**src/rtl/load_store_unit_pkg.sv**
```systemverilog
// Shared types and helpers for the memory-stage load/store unit.
// Size codes follow funct3[1:0]; store lane encoding lives here.
package load_store_unit_pkg;

    localparam logic [1:0] BYTE = 2'b00;
    localparam logic [1:0] HALF = 2'b01;
    localparam logic [1:0] WORD = 2'b10;

    typedef enum logic [1:0] {
        IDLE,
        REQ,
        WAIT,
        DONE
    } lsuStates;

    function automatic logic isMisaligned(
        input logic [1:0] size,
        input logic [1:0] off
    );
        return (size == 2'b11)
            || (size == HALF && off[0])
            || (size == WORD && off != 2'b00);
    endfunction

    function automatic logic [3:0] storeBe(
        input logic [1:0] size,
        input logic [1:0] off
    );
        logic [3:0] be;
        case (size)
            BYTE:    be = 4'b0001 << off;
            HALF:    be = 4'b0011 << off;
            default: be = 4'b1111;
        endcase
        return be;
    endfunction

    // Lanes are replicated so the byte enables alone pick the target bytes.
    function automatic logic [31:0] storeWdata(
        input logic [1:0]  size,
        input logic [31:0] sd
    );
        logic [31:0] wd;
        case (size)
            BYTE:    wd = {4{sd[7:0]}};
            HALF:    wd = {2{sd[15:0]}};
            default: wd = sd;
        endcase
        return wd;
    endfunction

endpackage

```
**src/rtl/load_store_unit_load_extend.sv**
```systemverilog
// Load data alignment: shift the addressed lane down,
// truncate to the access size and sign- or zero-extend.
module load_extend
    import load_store_unit_pkg::*;
(
    input  logic [31:0] rdata,
    input  logic [1:0]  offset,
    input  logic [1:0]  size,
    input  logic        uns,
    output logic [31:0] result
);

    logic [31:0] shifted;

    assign shifted = rdata >> {offset, 3'b000};

    always_comb begin
        result = shifted;
        unique case (1'b1)
            size == BYTE:
                result = {{24{~uns & shifted[7]}}, shifted[7:0]};
            size == HALF:
                result = {{16{~uns & shifted[15]}}, shifted[15:0]};
            default:
                result = shifted;
        endcase
    end

endmodule

```
**src/rtl/load_store_unit.sv**
```systemverilog
// Memory-stage load/store unit: one req/gnt/rvalid transaction
// per instruction, with stall, fault and timeout reporting.
module load_store_unit
    import load_store_unit_pkg::*;
#(
    parameter int TIMEOUT_CYCLES = 255
) (
    input  logic        clk,
    input  logic        resetN,
    input  logic        exValid,
    input  logic        memRead,
    input  logic        memWrite,
    input  logic [1:0]  memSize,
    input  logic        memUnsigned,
    input  logic [31:0] aluOutput,
    input  logic [31:0] storeData,
    output logic        lsuStall,
    output logic        loadValid,
    output logic [31:0] loadData,
    output logic        misaligned,
    output logic        timeout,
    output logic        dmemReq,
    output logic        dmemWe,
    output logic [31:0] dmemAddr,
    output logic [31:0] dmemWdata,
    output logic [3:0]  dmemBe,
    input  logic        dmemGnt,
    input  logic        dmemRvalid,
    input  logic [31:0] dmemRdata
);

    lsuStates    state;
    lsuStates    nextState;
    logic [7:0]  cnt;
    logic [8:0]  cntNext;
    logic        expire;
    logic        access;
    logic        fault;
    logic        accept;
    logic [31:0] addrQ;
    logic [31:0] wdataQ;
    logic [3:0]  beQ;
    logic [1:0]  offQ;
    logic [1:0]  sizeQ;
    logic        unsQ;
    logic        weQ;
    logic        toQ;
    logic [31:0] extData;

    // Combinational outputs are gated by resetN so they read 0 during reset.
    assign access  = exValid & (memRead | memWrite);
    assign fault   = access & isMisaligned(memSize, aluOutput[1:0]);
    assign accept  = resetN & (state == IDLE) & access & ~fault;
    assign cntNext = {1'b0, cnt} + 9'd1;
    assign expire  = cntNext >= 9'(TIMEOUT_CYCLES);

    load_extend u_extend (
        .rdata  (dmemRdata),
        .offset (offQ),
        .size   (sizeQ),
        .uns    (unsQ),
        .result (extData)
    );

    always_comb begin
        nextState = state;
        case (state)
            IDLE: if (accept) nextState = REQ;
            REQ: begin
                if (dmemGnt) nextState = weQ ? DONE : WAIT;
                else if (expire) nextState = DONE;
            end
            WAIT: if (dmemRvalid || expire) nextState = DONE;
            DONE: nextState = IDLE;
            default: nextState = IDLE;
        endcase
    end

    always_ff @(posedge clk or negedge resetN) begin
        if (!resetN) begin
            state    <= IDLE;
            cnt      <= '0;
            addrQ    <= '0;
            wdataQ   <= '0;
            beQ      <= '0;
            offQ     <= '0;
            sizeQ    <= '0;
            unsQ     <= 1'b0;
            weQ      <= 1'b0;
            toQ      <= 1'b0;
            loadData <= '0;
        end else begin
            state <= nextState;
            case (state)
                IDLE: begin
                    if (accept) begin
                        addrQ  <= {aluOutput[31:2], 2'b00};
                        offQ   <= aluOutput[1:0];
                        sizeQ  <= memSize;
                        unsQ   <= memUnsigned;
                        weQ    <= memWrite;
                        beQ    <= memWrite
                                ? storeBe(memSize, aluOutput[1:0])
                                : 4'b1111;
                        wdataQ <= memWrite
                                ? storeWdata(memSize, storeData)
                                : '0;
                        toQ    <= 1'b0;
                        cnt    <= '0;
                    end
                end
                REQ: begin
                    cnt <= cnt + 8'd1;
                    if (!dmemGnt && expire) begin
                        toQ      <= 1'b1;
                        loadData <= '0;
                    end
                end
                WAIT: begin
                    cnt <= cnt + 8'd1;
                    if (dmemRvalid) begin
                        loadData <= extData;
                    end else if (expire) begin
                        toQ      <= 1'b1;
                        loadData <= '0;
                    end
                end
                default: ;
            endcase
        end
    end

    assign lsuStall   = accept | (state == REQ) | (state == WAIT);
    assign misaligned = resetN & (state == IDLE) & fault;
    assign loadValid  = (state == DONE) & ~weQ & ~toQ;
    assign timeout    = (state == DONE) & toQ;
    assign dmemReq    = (state == REQ);
    assign dmemWe     = dmemReq & weQ;
    assign dmemAddr   = addrQ;
    assign dmemWdata  = wdataQ;
    assign dmemBe     = beQ;

endmodule

```
**config.mk**
```make
export PLATFORM = sky130hd
export DESIGN_NAME = load_store_unit
export DESIGN_NICKNAME = d
export VERILOG_FILES = /design/src/rtl/load_store_unit_pkg.sv /design/src/rtl/load_store_unit_load_extend.sv /design/src/rtl/load_store_unit.sv
export SDC_FILE = /design/constraint.sdc
export NUM_CORES = 1
export LEC_CHECK = 0
export BUFFER_PORTS_ARGS = -buffer_cell sky130_fd_sc_hd__buf_2
export CAP_MARGIN = 20
export CORE_MARGIN = 2
export CORE_UTILIZATION = 40
export CTS_BUF_LIST = sky130_fd_sc_hd__clkbuf_4
export CTS_CLUSTER_DIAMETER = 120
export DETAILED_ROUTE_END_ITERATION = 10
export GPL_ROUTABILITY_DRIVEN = 0
export PLACE_DENSITY = 0.65
export SYNTH_ARGS = -nofsm -noshare
export SYNTH_HDL_FRONTEND = slang
export SYNTH_SLANG_ARGS = --single-unit
```
**constraint.sdc**
```tcl
create_clock -name clk -period 3 [get_ports clk]
set_input_delay 0 -clock clk [delete_from_list [all_inputs] [get_ports clk]]
set_output_delay 0 -clock clk [all_outputs]
set_load 0.02 [all_outputs]
```
# Word level (Yosys, flattened, before mapping)
# Cells that the tools add are included.
# classes
n_addsub	2
magnitude_cmp	1
n_eq_ne	14
shifts	3
n_mux	22
n_bitwise	19
n_reduce_logical	20
# op_table
operator	n
32-bit one-hot mux with 2 select lines	3
32-bit 2-to-1 mux	4
32-bit by 5-bit right shift with 32-bit output	1
8-bit one-hot mux with 2 select lines	1
1-bit AND	12
8-bit by 1-bit adder with 9-bit output, second input constant	1
9-bit by 8-bit >= comparator with 1-bit output, second input constant	1
8-bit by 1-bit adder with 8-bit output, second input constant	1
2-bit equality test, second input constant	4
2-bit 2-to-1 mux	4
8-bit 2-to-1 mux	1
2-bit != test, second input constant	4
2-bit one-hot mux with 4 select lines	1
4-bit one-hot mux with 2 select lines	1
2-bit by 1-bit equality test with 1-bit output, second input constant	3
2-bit zero test	3
3-bit AND reduction	2
2-bit nonzero test	3
1-bit 2-to-1 mux	5
5-bit AND reduction	1
4-bit 2-to-1 mux	1
1-bit inverter	4
2-bit AND reduction	2
1-bit by 2-bit << shifter with 4-bit output, first input constant	1
other kinds (11)	17
# totals
regBits	115
wordCells	92

# Logic depth before layout (Yosys ltp)
# depth
ltp_word	9
depth_mapped	9
mapped_depth_nobuf	8

# Cells and area by module
# From an unflattened synthesis, not the netlist that was laid out.
# unflattened
hier_cells	585
area_unflattened_um2	6282.3
# modules_own_cells
module	instances	cells_each	area_per_inst_um2	seq_area_each_um2
load_store_unit	1	482	5514.0	2877.8
load_extend	1	103	768.2	0.0

# Worst setup path after synthesis
# Ideal clock, no wire load.
# synth_timing
path_type	register to register
from	register cnt[2]
to	register loadData[0]
arrival_ns	2.155
required_time_ns	2.875
setup_slack_ns	0.720
stages_incl_launch_ff	9
n_path_buf	2
synth_period_minus_slack_ns	2.280
path_cell_list	dfrtp_1 buf_6 nand3_2 or3_1 a211o_1 a221oi_2 a32o_4 buf_12 mux2_4
# synth_between
elab_chain_cells	5
# synth_rtl
item	line	rtl
from (decl)	load_store_unit.sv:34	logic [7:0] cnt;
from (signal assigned)	load_store_unit.sv:113	cnt <= cnt + 8'd1;
from (signal assigned)	load_store_unit.sv:120	cnt <= cnt + 8'd1;
8-bit by 1-bit adder with 9-bit output (*)	load_store_unit.sv:54	assign cntNext = {1'b0, cnt} + 9'd1;
9-bit by 8-bit >= comparator with 1-bit output (*)	load_store_unit.sv:55	assign expire = cntNext >= 9'(TIMEOUT_CYCLES);
1-bit logical AND	load_store_unit.sv:114	if (!dmemGnt && expire) begin
2-bit by 1-bit != test with 1-bit output (no source line)	--	
3-bit AND reduction (no source line) (*)	--	
to (signal assigned)	load_store_unit.sv:122	loadData <= extData;
to (decl)	load_store_unit.sv:19	output logic [31:0] loadData,
# Every way passes the cells marked *; elsewhere a longest branch is shown, timed or not.
# A chain may end at the register's enable or synchronous reset.

# Final worst setup path
# layout_timing
from	register cnt[2]
to	register loadData[8]
# The elaborated chain is that of the path after synthesis.

==> results.txt <==
status: finished clean
largest area contributor in the netlist: dfrtp_1
endpoints failing hold: 0
total track usage: 22.7%
largest cells by area after synthesis: dfrtp_1 (47%), mux2_2 (10%), mux2_4 (7.3%)
crit-path cells: nand3_2, or3_1, a211o_1, a221oi_2, a32o_4, buf_12, mux2_2
headroom to the max-slew limit: 48.3%
Nets: 1,011
starting density of the core: 40.7%
layout cells sized above 1: 38.0%
largest net degree at the start of global routing: 105
vias in the first global route: 5,982
crit share post-route: 88.9%
Synth Area in Adders: 1.63%
CTS clk-pin slew, worst paths: 0.10 ns
clock root buffer: clkbuf_4
dpl ws: 0.354 ns
DRC Markers: 0
Routed Antenna Nets: 0
die area: 0.0164 mm²
Final Instance Area: 0.00877 mm²
register area share after synthesis: 46.9%
CORE AREA: 0.0151 mm²
WL/cell: 17.0 µm
crit path capture type: flip-flop
Synth Instances: 587
DR vias: 5,725
Slew @ Worst Pin: 0.773 ns
Top-Level Pins: 212
Leak: 0.00436 µW
Die Span Y: 128 µm
Row Count: 45
drt pass-1 iters: 5
CP peak stage delay: 0.53 ns
YS warnings: 0
I/O Buffers: 209
grt ovf: 0
dpl cell area: 0.00728 mm²
Reg-to-Reg End: loadData[8]$_DFFE_PN0P_
XOR/XNOR share of the synthesized area: 0.143%
r2r setup slk: 0.33 ns
worst-path maximum fanout: 32
crit start category: flip-flop
Post-synth EDFFs: 0
R2R Path Start: cnt[2]$_DFFE_PN0P_
first-pass GRT wire length: 29,300 µm
CTS Buf Count: 17
CP top delay family: compound AO/OA/AOI/OAI gates
worst min path class: primary input to flip-flop
DR iter-0 viols: 371
Critical-path top delay cell: dfrtp_1
Final setup viols: 0
critical setup path kind: flip-flop to flip-flop
mux contribution to synthesized area: 21.8%
post-synth top area share: 46.9%
CTS tree: yes
largest family of logic cells by synthesized area: multiplexers
Via density: 5.21
min cycle time layout: 2.67 ns
Max Freq: 375 MHz
simple-gate share of the synthesized area: 11.5%
Antenna diodes: 0
clk buf depth: 2
routed wire length: 18,600 µm
Synth Area in Compound Gates: 13.6%
max cap viols: 0
Worst Setup SP: cnt[2]$_DFFE_PN0P_
ys async rst share: 100%
Reg2Reg Depth: 7
RSZ-0062 raised after global routing: false
top cells by count, synth: dfrtp_1 (115), nand2_1 (112), o21ai_0 (57)
P&R area growth vs syn: 42.9%
crit path buf inv count: 1
die width: 128 µm
H-tree depth reported by CTS: 4
Post-Syn Area: 0.00614 mm²
Slew Viols, Final: 0
pwr/cell area: 927 mW/mm²
maximum VDD drop: 0.527 mV
Seq cells post-synth: 115
Worst EP arrival: 3.07 ns
most frequent cell after synthesis: dfrtp_1
syn_area_per_cell: 10.5 µm²
top_reg_cell synth: dfrtp_1
setup tns final: 0 ns
antenna violations before repair: 0
Layout Skew: 0.0151 ns
Clk Latency, worst-skew pair: 0.51 ns
critical path depth: 7
DP Wirelength: 11,600 µm
Clock Sinks: 115
CP required: 3.40 ns
final worst slack: 0.332 ns
Cell variety after synth: 53
Worst setup endpoint: loadData[8]$_DFFE_PN0P_
==> power breakdown <==
part	switching (µW)	internal [µW]
Sequential	543	2240
Combinational	2360	1790
Clock	593	593
==> per-stage QoR <==
stage	std cells	util, %	hold WS (ns)	power [µW]
after floorplan	588	-	-0.296	5660
after global placement	949	48.2	-0.0375	6670
after detailed placement	949	48.2	-0.0297	6770
after CTS	1091	57.5	0.0122	8090
after global routing	1098	58.1	0.0360	8660
final	1098	58.1	0.0496	8130
==> worst reg2reg max path: stages, from the launching register on <==
cell      delay, ns
dfrtp_1        0.53
nand3_2        0.16
or3_1          0.38
a211o_1        0.31
a221oi_2       0.33
a32o_4         0.22
buf_12         0.25
mux2_2         0.38
==> area by class of cell <==
cell class	count	area (µm²)
multi-input cells	422	3010
inverters	7	26.3
flip-flops and latches	115	2880
clock inverters	12	139
clock buffers	20	150
fillers	1269	6320
well taps	188	235
repair buffers	334	2330
==> layout by cell type (no fill, tap or decap), types with 3 or more instances in the layout <==
cell and n:
buf_2 208, dfrtp_1 115, nand2_1 112, dlygate4sd3_1 109, o21ai_0 57, mux2_2 55
mux2_4 30, mux2i_1 27, a21oi_1 23, nor2_1 22, clkbuf_4 20, a211oi_1 14
nor2b_1 10, buf_4 10, o211ai_1 9, o21a_1 8, ha_1 7, inv_1 6
a22o_1 5, clkinv_1 5, nand3_1 4, and2_1 3, or3_1 3, bufinv_16 3
buf_6 3
==> layer usage <==
layer / vias to the layer above / routed length (µm) / track usage (%) / share of wire, %
li1: 2672 / - / - / -
met1: 2751 / 7700 / 27.4 / 41
met2: 257 / 9230 / 38.7 / 50
met3: 45 / 1270 / 6.18 / 6.8
met4: 0 / 424 / 8.99 / 2.3
met5: - / 0 / 0 / 0
==> repair_timing <==
action	in CTS	in global routing
endpoints found under the hold margin	110	0
endpoints found under the setup margin	0	1
hold buffers	110	0
gates resized for setup	0	3
buffers inserted	0	3
==> cell families (layout without fill, tap and decap cells) <==
| family | after synthesis | count (layout) |
|---|---|---|
| adders and majority gates | 8 | 8 |
| and+or+nand+nor | 166 | 166 |
| buffers and inverters | 51 | 373 |
| xor gates and xnor gates | 1 | 1 |
| AOI/OAI and AO/OA | 133 | 133 |
| DFF | 115 | 115 |
| muxes | 112 | 112 |
| other | 1 | 2 |
==> how the worst min path moves through the flow <==
stage | endpoint | slack, ns | start | cells past startpoint
global placement | loadData[22]$_DFFE_PN0P_ | -0.04 | resetN | 1
global route | loadData[1]$_DFFE_PN0P_ | 0.04 | dmemRdata[9] | 4
CTS | loadData[6]$_DFFE_PN0P_ | 0.01 | dmemRdata[14] | 4
floorplan | cnt[0]$_DFFE_PN0P_ | -0.30 | resetN | 0
finish | loadData[1]$_DFFE_PN0P_ | 0.05 | dmemRdata[9] | 4
detailed placement | loadData[22]$_DFFE_PN0P_ | -0.03 | resetN | 1
==> state kept, by name (all words and copies together) (netlist names) <==
name and cells:
loadData 32, unsQ 1, dmemWdata 32, offQ 2
cnt 8, dmemAddr 30, toQ 1, dmemBe 4
sizeQ 2, weQ 1, state 2
Note: power is estimated with default switching activity, not from simulation.
